<file path="src/rtl/dmem_pkg.sv">
// Shared types for the data-memory arbiter: access sizes, sequencer states and the latched transaction.
package dmem_pkg;

    typedef enum logic [1:0] {
        SZ_BYTE = 2'd0,
        SZ_HALF = 2'd1,
        SZ_WORD = 2'd2,
        SZ_ILL  = 2'd3
    } size_e;

    typedef enum logic [1:0] {
        IDLE   = 2'd0,
        ACCESS = 2'd1,
        MERGE  = 2'd2,
        DONE   = 2'd3
    } state_e;

    typedef struct packed {
        logic        owner;
        logic        we;
        size_e       size;
        logic        uns;
        logic [31:0] addr;
        logic [31:0] wdata;
        logic        err;
    } txn_t;

    // Misaligned, illegal-size or out-of-range accesses never reach memory.
    function automatic logic access_err(input size_e size, input logic [31:0] addr,
                                        input logic [31:0] limit);
        logic e;
        e = (addr >= limit);
        case (size)
            SZ_HALF: e = e | addr[0];
            SZ_WORD: e = e | (addr[1:0] != 2'b00);
            SZ_ILL:  e = 1'b1;
            default: e = e;
        endcase
        return e;
    endfunction

endpackage

</file>
<file path="src/rtl/dmem_lane.sv">
// Sub-word lane handling: extract/extend a byte or half from a word, and merge store data into a word.
module dmem_lane
    import dmem_pkg::*;
(
    input  logic [31:0] word,
    input  logic [1:0]  addr,
    input  size_e       size,
    input  logic        uns,
    input  logic [31:0] wdata,
    output logic [31:0] ext,
    output logic [31:0] merged
);

    logic [7:0]  byte_v;
    logic [15:0] half_v;

    always_comb begin
        byte_v = word[{addr, 3'b000} +: 8];
        half_v = word[{addr[1], 4'b0000} +: 16];
        case (size)
            SZ_BYTE: ext = {{24{byte_v[7] & ~uns}}, byte_v};
            SZ_HALF: ext = {{16{half_v[15] & ~uns}}, half_v};
            default: ext = word;
        endcase
    end

    always_comb begin
        merged = word;
        case (size)
            SZ_BYTE: merged[{addr, 3'b000} +: 8]      = wdata[7:0];
            SZ_HALF: merged[{addr[1], 4'b0000} +: 16] = wdata[15:0];
            default: merged = wdata;
        endcase
    end

endmodule

</file>
<file path="src/rtl/dmem_arbiter.sv">
// Round-robin arbiter and load/store sequencer sharing one data-memory port between CPU (p0) and debug (p1).
module dmem_arbiter
    import dmem_pkg::*;
#(
    parameter int MEM_WORDS = 1024
) (
    input  logic        clk,
    input  logic        rst_n,
    input  logic        p0_req,
    input  logic        p0_we,
    input  logic [1:0]  p0_size,
    input  logic        p0_uns,
    input  logic [31:0] p0_addr,
    input  logic [31:0] p0_wdata,
    output logic        p0_gnt,
    output logic        p0_rvalid,
    output logic [31:0] p0_rdata,
    output logic        p0_err,
    input  logic        p1_req,
    input  logic        p1_we,
    input  logic [1:0]  p1_size,
    input  logic        p1_uns,
    input  logic [31:0] p1_addr,
    input  logic [31:0] p1_wdata,
    output logic        p1_gnt,
    output logic        p1_rvalid,
    output logic [31:0] p1_rdata,
    output logic        p1_err,
    output logic        mem_we,
    output logic [31:0] mem_addr,
    output logic [31:0] mem_wdata,
    input  logic [31:0] mem_rdata
);

    localparam logic [31:0] MEM_BYTES = 32'(MEM_WORDS * 4);

    state_e      state, next_state;
    txn_t        txn, new_txn;
    logic        last_gnt, sel, accept;
    logic [31:0] old_word, lane_word, lane_ext, lane_merged, resp_data;

    always_comb begin
        sel = (p0_req && p1_req) ? ~last_gnt : p1_req;
        accept = rst_n && (state == IDLE) && (p0_req || p1_req);
        p0_gnt = accept && !sel;
        p1_gnt = accept && sel;

        new_txn       = '0;
        new_txn.owner = sel;
        new_txn.we    = sel ? p1_we    : p0_we;
        new_txn.size  = size_e'(sel ? p1_size : p0_size);
        new_txn.uns   = sel ? p1_uns   : p0_uns;
        new_txn.addr  = sel ? p1_addr  : p0_addr;
        new_txn.wdata = sel ? p1_wdata : p0_wdata;
        new_txn.err   = access_err(new_txn.size, new_txn.addr, MEM_BYTES);
    end

    always_ff @(posedge clk) begin
        if (!rst_n) state <= IDLE;
        else        state <= next_state;
    end

    always_comb begin
        next_state = state;
        case (state)
            IDLE:    if (p0_req || p1_req) next_state = ACCESS;
            ACCESS:  next_state = (!txn.err && txn.we && txn.size != SZ_WORD) ? MERGE : DONE;
            MERGE:   next_state = DONE;
            default: next_state = IDLE;
        endcase
    end

    // Gated by rst_n so a reset landing in MERGE suppresses the write in that same cycle.
    always_comb begin
        mem_we    = 1'b0;
        mem_addr  = '0;
        mem_wdata = '0;
        if (rst_n) begin
            case (state)
                ACCESS: begin
                    mem_addr = {txn.addr[31:2], 2'b00};
                    if (!txn.err && txn.we && txn.size == SZ_WORD) begin
                        mem_we    = 1'b1;
                        mem_wdata = txn.wdata;
                    end
                end
                MERGE: begin
                    mem_addr  = {txn.addr[31:2], 2'b00};
                    mem_we    = 1'b1;
                    mem_wdata = lane_merged;
                end
                default: ;
            endcase
        end
    end

    assign lane_word = (state == MERGE) ? old_word : mem_rdata;

    dmem_lane u_lane (
        .word   (lane_word),
        .addr   (txn.addr[1:0]),
        .size   (txn.size),
        .uns    (txn.uns),
        .wdata  (txn.wdata),
        .ext    (lane_ext),
        .merged (lane_merged)
    );

    always_ff @(posedge clk) begin
        if (!rst_n) begin
            txn      <= '0;
            last_gnt <= 1'b1;
            old_word <= '0;
        end else begin
            if (accept) begin
                txn      <= new_txn;
                last_gnt <= sel;
            end
            if (state == ACCESS && next_state == MERGE) old_word <= mem_rdata;
        end
    end

    assign resp_data = (!txn.we && !txn.err) ? lane_ext : '0;

    // Response registers load on the edge entering DONE so rvalid is high exactly during DONE.
    always_ff @(posedge clk) begin
        if (!rst_n) begin
            p0_rvalid <= 1'b0;
            p0_err    <= 1'b0;
            p0_rdata  <= '0;
            p1_rvalid <= 1'b0;
            p1_err    <= 1'b0;
            p1_rdata  <= '0;
        end else begin
            p0_rvalid <= 1'b0;
            p0_err    <= 1'b0;
            p1_rvalid <= 1'b0;
            p1_err    <= 1'b0;
            if (next_state == DONE) begin
                if (txn.owner) begin
                    p1_rvalid <= 1'b1;
                    p1_err    <= txn.err;
                    p1_rdata  <= resp_data;
                end else begin
                    p0_rvalid <= 1'b1;
                    p0_err    <= txn.err;
                    p0_rdata  <= resp_data;
                end
            end
        end
    end

endmodule

</file>
<file path="config.mk">
export PLATFORM = sky130hd
export DESIGN_NAME = dmem_arbiter
export DESIGN_NICKNAME = d
export VERILOG_FILES = /design/src/rtl/dmem_pkg.sv /design/src/rtl/dmem_lane.sv /design/src/rtl/dmem_arbiter.sv
export SDC_FILE = /design/constraint.sdc
export NUM_CORES = 1
export LEC_CHECK = 0
export BUFFER_PORTS_ARGS = -buffer_cell sky130_fd_sc_hd__buf_2
export CORE_MARGIN = 3
export CORE_UTILIZATION = 56
export DETAILED_ROUTE_END_ITERATION = 8
export PLACE_DENSITY = 0.86
export SKIP_LAST_GASP = 1
export SLEW_MARGIN = 20
export SYNTH_ARGS = -nofsm -noshare
export SYNTH_HDL_FRONTEND = slang
export SYNTH_SLANG_ARGS = --single-unit
</file>
<file path="constraint.sdc">
create_clock -name clk -period 5.4 [get_ports clk]
set_input_delay 0.54 -clock clk [delete_from_list [all_inputs] [get_ports clk]]
set_output_delay 0.54 -clock clk [all_outputs]
set_load 0.02 [all_outputs]
</file>
==> results_dict.tcl, run 1 <==
set metrics [dict create \
    status "completed" \
    power.switching_w 0.00280 \
    worst_pin_slew_ns 1.04 \
    final_common_cell "buf_2" \
    dieWidth_um 139 \
    path_class "reg2out" \
    ys.warnings.count 0 \
    drt_wl_total_um 33700 \
    nNetsFinal 1544 \
    hold_end "old_word[4]$_SDFFE_PN0P_" \
    grt-ovfl-total 0 \
    core_area_um2 16900 \
    setup_tns_ns 0 \
    ant_nets 0 \
    grt_start_max_net_pins 94 \
    htree_levels 4 \
    critPathBufInv 2 \
    ys_seq_area_share_pct 35.1 \
    powerDensity_nw_per_um2 514 \
    clockPowerShare_pct 20.9 \
    cts_max_path_buffers 2 \
    final_cell_mix "buf_2, nand2_1, dfxtp_1, mux2i_1, a21oi_1" \
    arrival_ns 3.39 \
    synth_edf_count 0 \
    drive_gt1_share_pct 28.8 \
    timing.rr.start "state[0]$_SDFF_PN0_" \
    path_common_cell "nand2_1" \
    clk_pin_slew_ns 0.07 \
    antenna_found_initial 1 \
    area_delta_synth_final_pct 20.6 \
    max_slew_margin_pct 28.7 \
    switching_share_pct 45.7 \
    grt_pass1_vias 9604 \
    synth_seq_cells 173 \
    num_rows 47 \
    cp.required_ns 4.86 \
    boundaryPins 307 \
    combPwrFrac_pct 47.5 \
    finalCritPeriodShare_pct 72.7 \
    fp.dieArea_um2 19300 \
    hold_class "in2reg" \
    synth-async-reset-ratio_pct 0 \
    avgSynthCellArea_um2 8.75 \
    finalHoldViolations 0 \
    path_delay_family "simple AND/OR/NAND/NOR gates" \
    post-cts-setup-buffers 0 \
    via_per_inst 6.35 \
    rsz0062_at_grt "false" \
    fillers 1326 \
    drc_errors 0 \
    pre_cts_ws_ns 2.07 \
    track_usage_pct 33.8 \
    cts_root_buf "clkbuf_16" \
    dr.pass1.iters 6 \
    crit_fanout 18 \
    ir_drop_mv 0.402 \
    fin_util_pct 70.3 \
    portBuffers 304 \
    fin_crit_ns 3.93 \
    gp_congestion 1.01 \
    crit_chain "inv_1 > ha_1 > nand2_1 > nor3_1 > nand2_1 > o22ai_1 > buf_2" \
    syn-instance-count 1129 \
    die_h_um 139 \
    internal-power_w 0.00333 \
    grt_pass1_wl_um 52500 \
    min-delay-start "mem_rdata[4]" \
    numCtsBuffers 17 \
    leakage_nw 5.96 \
    endpoint_kind "output port" \
    max_freq_mhz 255 \
    slew_violations 0 \
    clock_latency_ns 0.45 \
    cts_resized 0 \
    seq_power_share_pct 31.6 \
    synth_cell_types 71 \
    rrSetupSlack_ns 1.98 \
    setup_viol 0 \
    cp-start-kind "flop" \
    cts_sinks 173 \
    hpwl_um 24200 \
    critPathMaxStageDelay_ns 0.51 \
    worst_r2r_endpoint "p0_rdata[29]$_SDFFE_PN0P_" \
    crit_slowest_cell "nor3_1" \
    fin_ws_ns 1.47 \
    synth-main-ff-cell "dfxtp_1" \
    hold_buffers 0 \
    skew_ns 0.0112 \
    netlist_area_um2 9880 \
    start_util_pct 58.3 \
    via_count 10100 \
    cap_violations 0 \
    cts_tree "yes" \
    drt_iter0_drc 1412 \
    wl_per_cell_um 21.1 \
    rr_worst_depth 8 \
    holdPathStages 3 \
]
[metal layers]
metal  vias up  GRT usage (%)  wire [um]
li1       4575              -          -
met1      4727           43.1      12800
met2       664           54.3      15600
met3       152           8.41       3650
met5         -              0          0
met4         0           15.1       1720
[logic make-up after synthesis]
| kind of cell | Yosys count | share of synthesized area (%) |
|---|---|---|
| simple gates | 352 | 17.4 |
| compound gates | 329 | 25.1 |
| flops | 173 | 35.1 |
| mux | 140 | 15.2 |
| buf+inv | 122 | 5.73 |
| fa+ha+maj | 12 | 1.52 |
| other cells | 1 | 0.0380 |
[sequential cells by signal (all words and copies together) (netlist names)]
name	cells
last_gnt	1
old_word	32
p0_err	1
p0_rdata	32
p0_rvalid	1
p1_err	1
p1_rdata	32
p1_rvalid	1
state	2
txn	70
[cell type report]
cell class	count	area, um^2	area share, %
flip-flops and latches	173	3460	29.1
multi-input cells	835	5870	49.3
repair buffers	319	1640	13.7
clock inverters	15	180	1.51
inverters	14	52.6	0.441
clock buffers	17	425	3.57
well taps	220	275	2.31
diodes	1	2.50	0.0210
[worst register-to-register path, stage by stage, from the launching register on]
cell	delay [ns]
dfxtp_1	0.34
inv_1	0.09
ha_2	0.80
buf_4	0.42
a21oi_1	0.10
o2111ai_2	0.17
nand4b_2	0.49
and2_1	0.57
a22o_1	0.34
[metrics by stage]
stage / hold WS (ns) / std cells / power, W / cell area, um^2
floorplan: 0.436 / 1130 / 0.00398 / 9880
global placement: 0.452 / 1561 / 0.00468 / 11300
detailed placement: 0.453 / 1561 / 0.00475 / 11300
CTS: 0.363 / 1593 / 0.00604 / 11900
global route: 0.388 / 1594 / 0.00645 / 11900
finish: 0.376 / 1594 / 0.00612 / 11900
[power by group through the flow]
stage	Sequential, W	Combinational, W	Clock (W)
final	0.00193	0.00291	0.00128
after global placement	0.00193	0.00275	0
after detailed placement	0.00194	0.00281	0
after CTS	0.00191	0.00285	0.00129
after floorplan	0.00193	0.00206	0
after global routing	0.00196	0.00314	0.00135
[how the worst max path moves through the flow]
stage                                     from  depth (start not counted)                        end
after floorplan           txn[33]$_SDFFE_PN0P_                          9               mem_wdata[6]
after CTS                  state[0]$_SDFF_PN0_                          9              mem_wdata[31]
after global routing       state[0]$_SDFF_PN0_                          7               mem_wdata[6]
after detailed placement   state[0]$_SDFF_PN0_                          8  p0_rdata[28]$_SDFFE_PN0P_
after global placement     state[0]$_SDFF_PN0_                          7               mem_wdata[6]
final                      state[0]$_SDFF_PN0_                          7               mem_wdata[6]
[synth_stat cells (10+ instances only)]
cell      count  area (um^2)
inv_1        12         45.0
nor3_1       10         50.1
clkbuf_1     65          244
nand2_1     178          668
a21boi_0     15          113
a211oi_1     14          105
ha_1         12          150
o221a_2      12          135
o211a_1      64          641
dfxtp_1     173         3460
o21ai_0      57          285
and3_1       36          225
nor2b_1      34          213
nor2_1       35          131
nor4_1       11         68.8
mux2i_1     125         1250
a21oi_1      76          380
buf_2        21          105
a22o_1       32          280
Note: power is estimated with default switching activity, not from simulation.
==> run 2, diff against run 1 <==
--- a/config.mk
+++ b/config.mk
@@ -7,9 +7,9 @@
 export LEC_CHECK = 0
 export BUFFER_PORTS_ARGS = -buffer_cell sky130_fd_sc_hd__buf_2
 export CORE_MARGIN = 3
-export CORE_UTILIZATION = 56
+export CORE_UTILIZATION = 47
 export DETAILED_ROUTE_END_ITERATION = 8
-export PLACE_DENSITY = 0.86
+export PLACE_DENSITY = 0.77
 export SKIP_LAST_GASP = 1
 export SLEW_MARGIN = 20
 export SYNTH_ARGS = -nofsm -noshare
==> constraint.sdc (replaced) <==
create_clock -name clk -period 3.6 [get_ports clk]
set_input_delay 0.36 -clock clk [delete_from_list [all_inputs] [get_ports clk]]
set_output_delay 0.36 -clock clk [all_outputs]
set_load 0.02 [all_outputs]
==> run 2 against run 1 <==
  * Global-route usage fell by 5.1 points
  * Setup slack worse by 1.2 ns
  * Critical path depth rose by 1
  * Largest power group unchanged
  * Clock power rose by 49%
  * Critical path type unchanged
  * Utilization decreased by 11 points
  * Highest routed layer unchanged
==> results_dict.tcl, run 2 (same netlist as run 1, synthesis figures left out) <==
set metrics [dict create \
    status "completed" \
    track_usage_pct 28.7 \
    die_h_um 151 \
    fp.dieArea_um2 22800 \
    fin_util_pct 59.2 \
    path_class "reg2out" \
    ant_nets 0 \
    post-cts-setup-buffers 0 \
    rr_worst_depth 8 \
    num_rows 52 \
    min-delay-start "mem_rdata[16]" \
    placed_cells 1624 \
    via_count 9917 \
    worst_pin_slew_ns 1.02 \
    final_cell_mix "buf_2, nand2_1, dfxtp_1, mux2i_1, a21oi_1" \
    crit_chain "inv_1 > ha_1 > and4bb_2 > a21oi_1 > o21bai_1 > a31oi_1 > o22ai_1 > buf_2" \
    grt_pass1_vias 9292 \
    skew_ns 0.0158 \
    area_delta_synth_final_pct 22.6 \
    critPathMaxStageDelay_ns 0.45 \
    worst_r2r_endpoint "p1_rdata[15]$_SDFFE_PN0P_" \
    grtUsageMet3_pct 7.99 \
    rsz0062_at_grt "false" \
    finalHoldViolations 0 \
    holdPathStages 3 \
    holdWs_ns 0.200 \
    final-instance-count-excl-fill 1656 \
    arrival_ns 2.95 \
    hold_end "old_word[16]$_SDFFE_PN0P_" \
    antenna_found_initial 1 \
    final_common_cell "buf_2" \
    setup_viol 0 \
    finalCritPeriodShare_pct 92.1 \
    clock_latency_ns 0.44 \
    htree_levels 4 \
    hold_buffers 0 \
    via_per_inst 5.99 \
    grt-ovfl-total 0 \
    rrSetupSlack_ns 0.66 \
    cts_tree "yes" \
    max_slew_margin_pct 31.6 \
    largest_reg_flops 70 \
    ir_drop_mv 0.407 \
    nNetsFinal 1557 \
    cp.required_ns 3.24 \
    timing.rr.start "state[0]$_SDFF_PN0_" \
    cts_sinks 173 \
    leakage_nw 6.04 \
    gr-usage-met1_pct 36.2 \
    clk_pin_slew_ns 0.07 \
    powerDensity_nw_per_um2 765 \
    start_util_pct 48.3 \
    numCtsBuffers 17 \
    drt_iter0_drc 825 \
    setup_tns_ns 0 \
    portBuffers 304 \
    dr.pass1.iters 6 \
    endpoint_kind "output port" \
    regMostFlops "txn" \
    cap_violations 0 \
    cts_resized 0 \
    drt_wl_total_um 33600 \
    fin_crit_ns 3.31 \
    gp_congestion 1.03 \
    max_freq_mhz 302 \
    grt-busiest-layer "met2" \
    crit_fanout 13 \
    crit_slowest_cell "dfxtp_1" \
    drc_errors 0 \
    hpwl_um 24900 \
    grt_start_max_net_pins 176 \
    grt_use_met2_pct 46.7 \
    cts_max_path_buffers 2 \
    grt_pass1_wl_um 51100 \
    drive_gt1_share_pct 29.3 \
    core_area_um2 20400 \
    slew_violations 0 \
    cts_root_buf "clkbuf_16" \
    dieWidth_um 151 \
    wl_per_cell_um 20.3 \
    hold_class "in2reg" \
    cp-start-kind "flop" \
    boundaryPins 307 \
]
[run 2: worst max path at each step]
stage / from / to / slack, ns
final: txn[33]$_SDFFE_PN0P_ / mem_wdata[7] / 0.29
after global routing: txn[34]$_SDFFE_PN0P_ / mem_wdata[2] / 0.07
after CTS: txn[33]$_SDFFE_PN0P_ / mem_wdata[7] / 0.30
after detailed placement: txn[33]$_SDFFE_PN0P_ / mem_wdata[7] / 0.77
after global placement: txn[33]$_SDFFE_PN0P_ / mem_wdata[7] / 0.85
after floorplan: txn[33]$_SDFFE_PN0P_ / mem_wdata[6] / 1.00
[run 2: worst max-delay path: cells and delay by family (launching register included)]
kind                     cells  cell delay, ns
AO/OA/AOI/OAI                4            0.74
buffers and inverters        2            0.50
flip-flops                   1            0.45
AND/OR/NAND/NOR              1            0.43
adder cells (fa/ha/maj)      1            0.41
[run 2: layout make-up]
type / count / area, um^2
Fill cell: 1870 / 8330
Multi-Input combinational cell: 835 / 5870
Sequential cell: 173 / 3460
Timing Repair Buffer: 332 / 1770
Clock buffer: 19 / 443
Tap cell: 270 / 338
Clock inverter: 12 / 161
Inverter: 14 / 52.6
Antenna cell: 1 / 2.50
[run 2: metal layers]
metal,vias to the layer above,part of all wire (%)
met5,-,0
met4,0,4.0
li1,4616,-
met2,519,47
met3,97,10
met1,4685,39
[run 2: per-stage QoR]
| stage | cell area [um^2] | setup WS [ns] | power, W |
|---|---|---|---|
| floorplan | 9880 | 1.00 | 0.00597 |
| global placement | 11500 | 0.852 | 0.00720 |
| detailed placement | 11500 | 0.770 | 0.00729 |
| CTS | 12100 | 0.297 | 0.00922 |
| global route | 12100 | 0.0730 | 0.00978 |
| finish | 12100 | 0.286 | 0.00926 |
[run 2: report_power, final]
part / leakage [nW] / total, W / switching (W) / internal [W]
clock: 0.298 / 0.00191 / 0.000799 / 0.00112
sequential: 1.42 / 0.00290 / 0.000475 / 0.00242
combinational: 4.33 / 0.00445 / 0.00284 / 0.00161
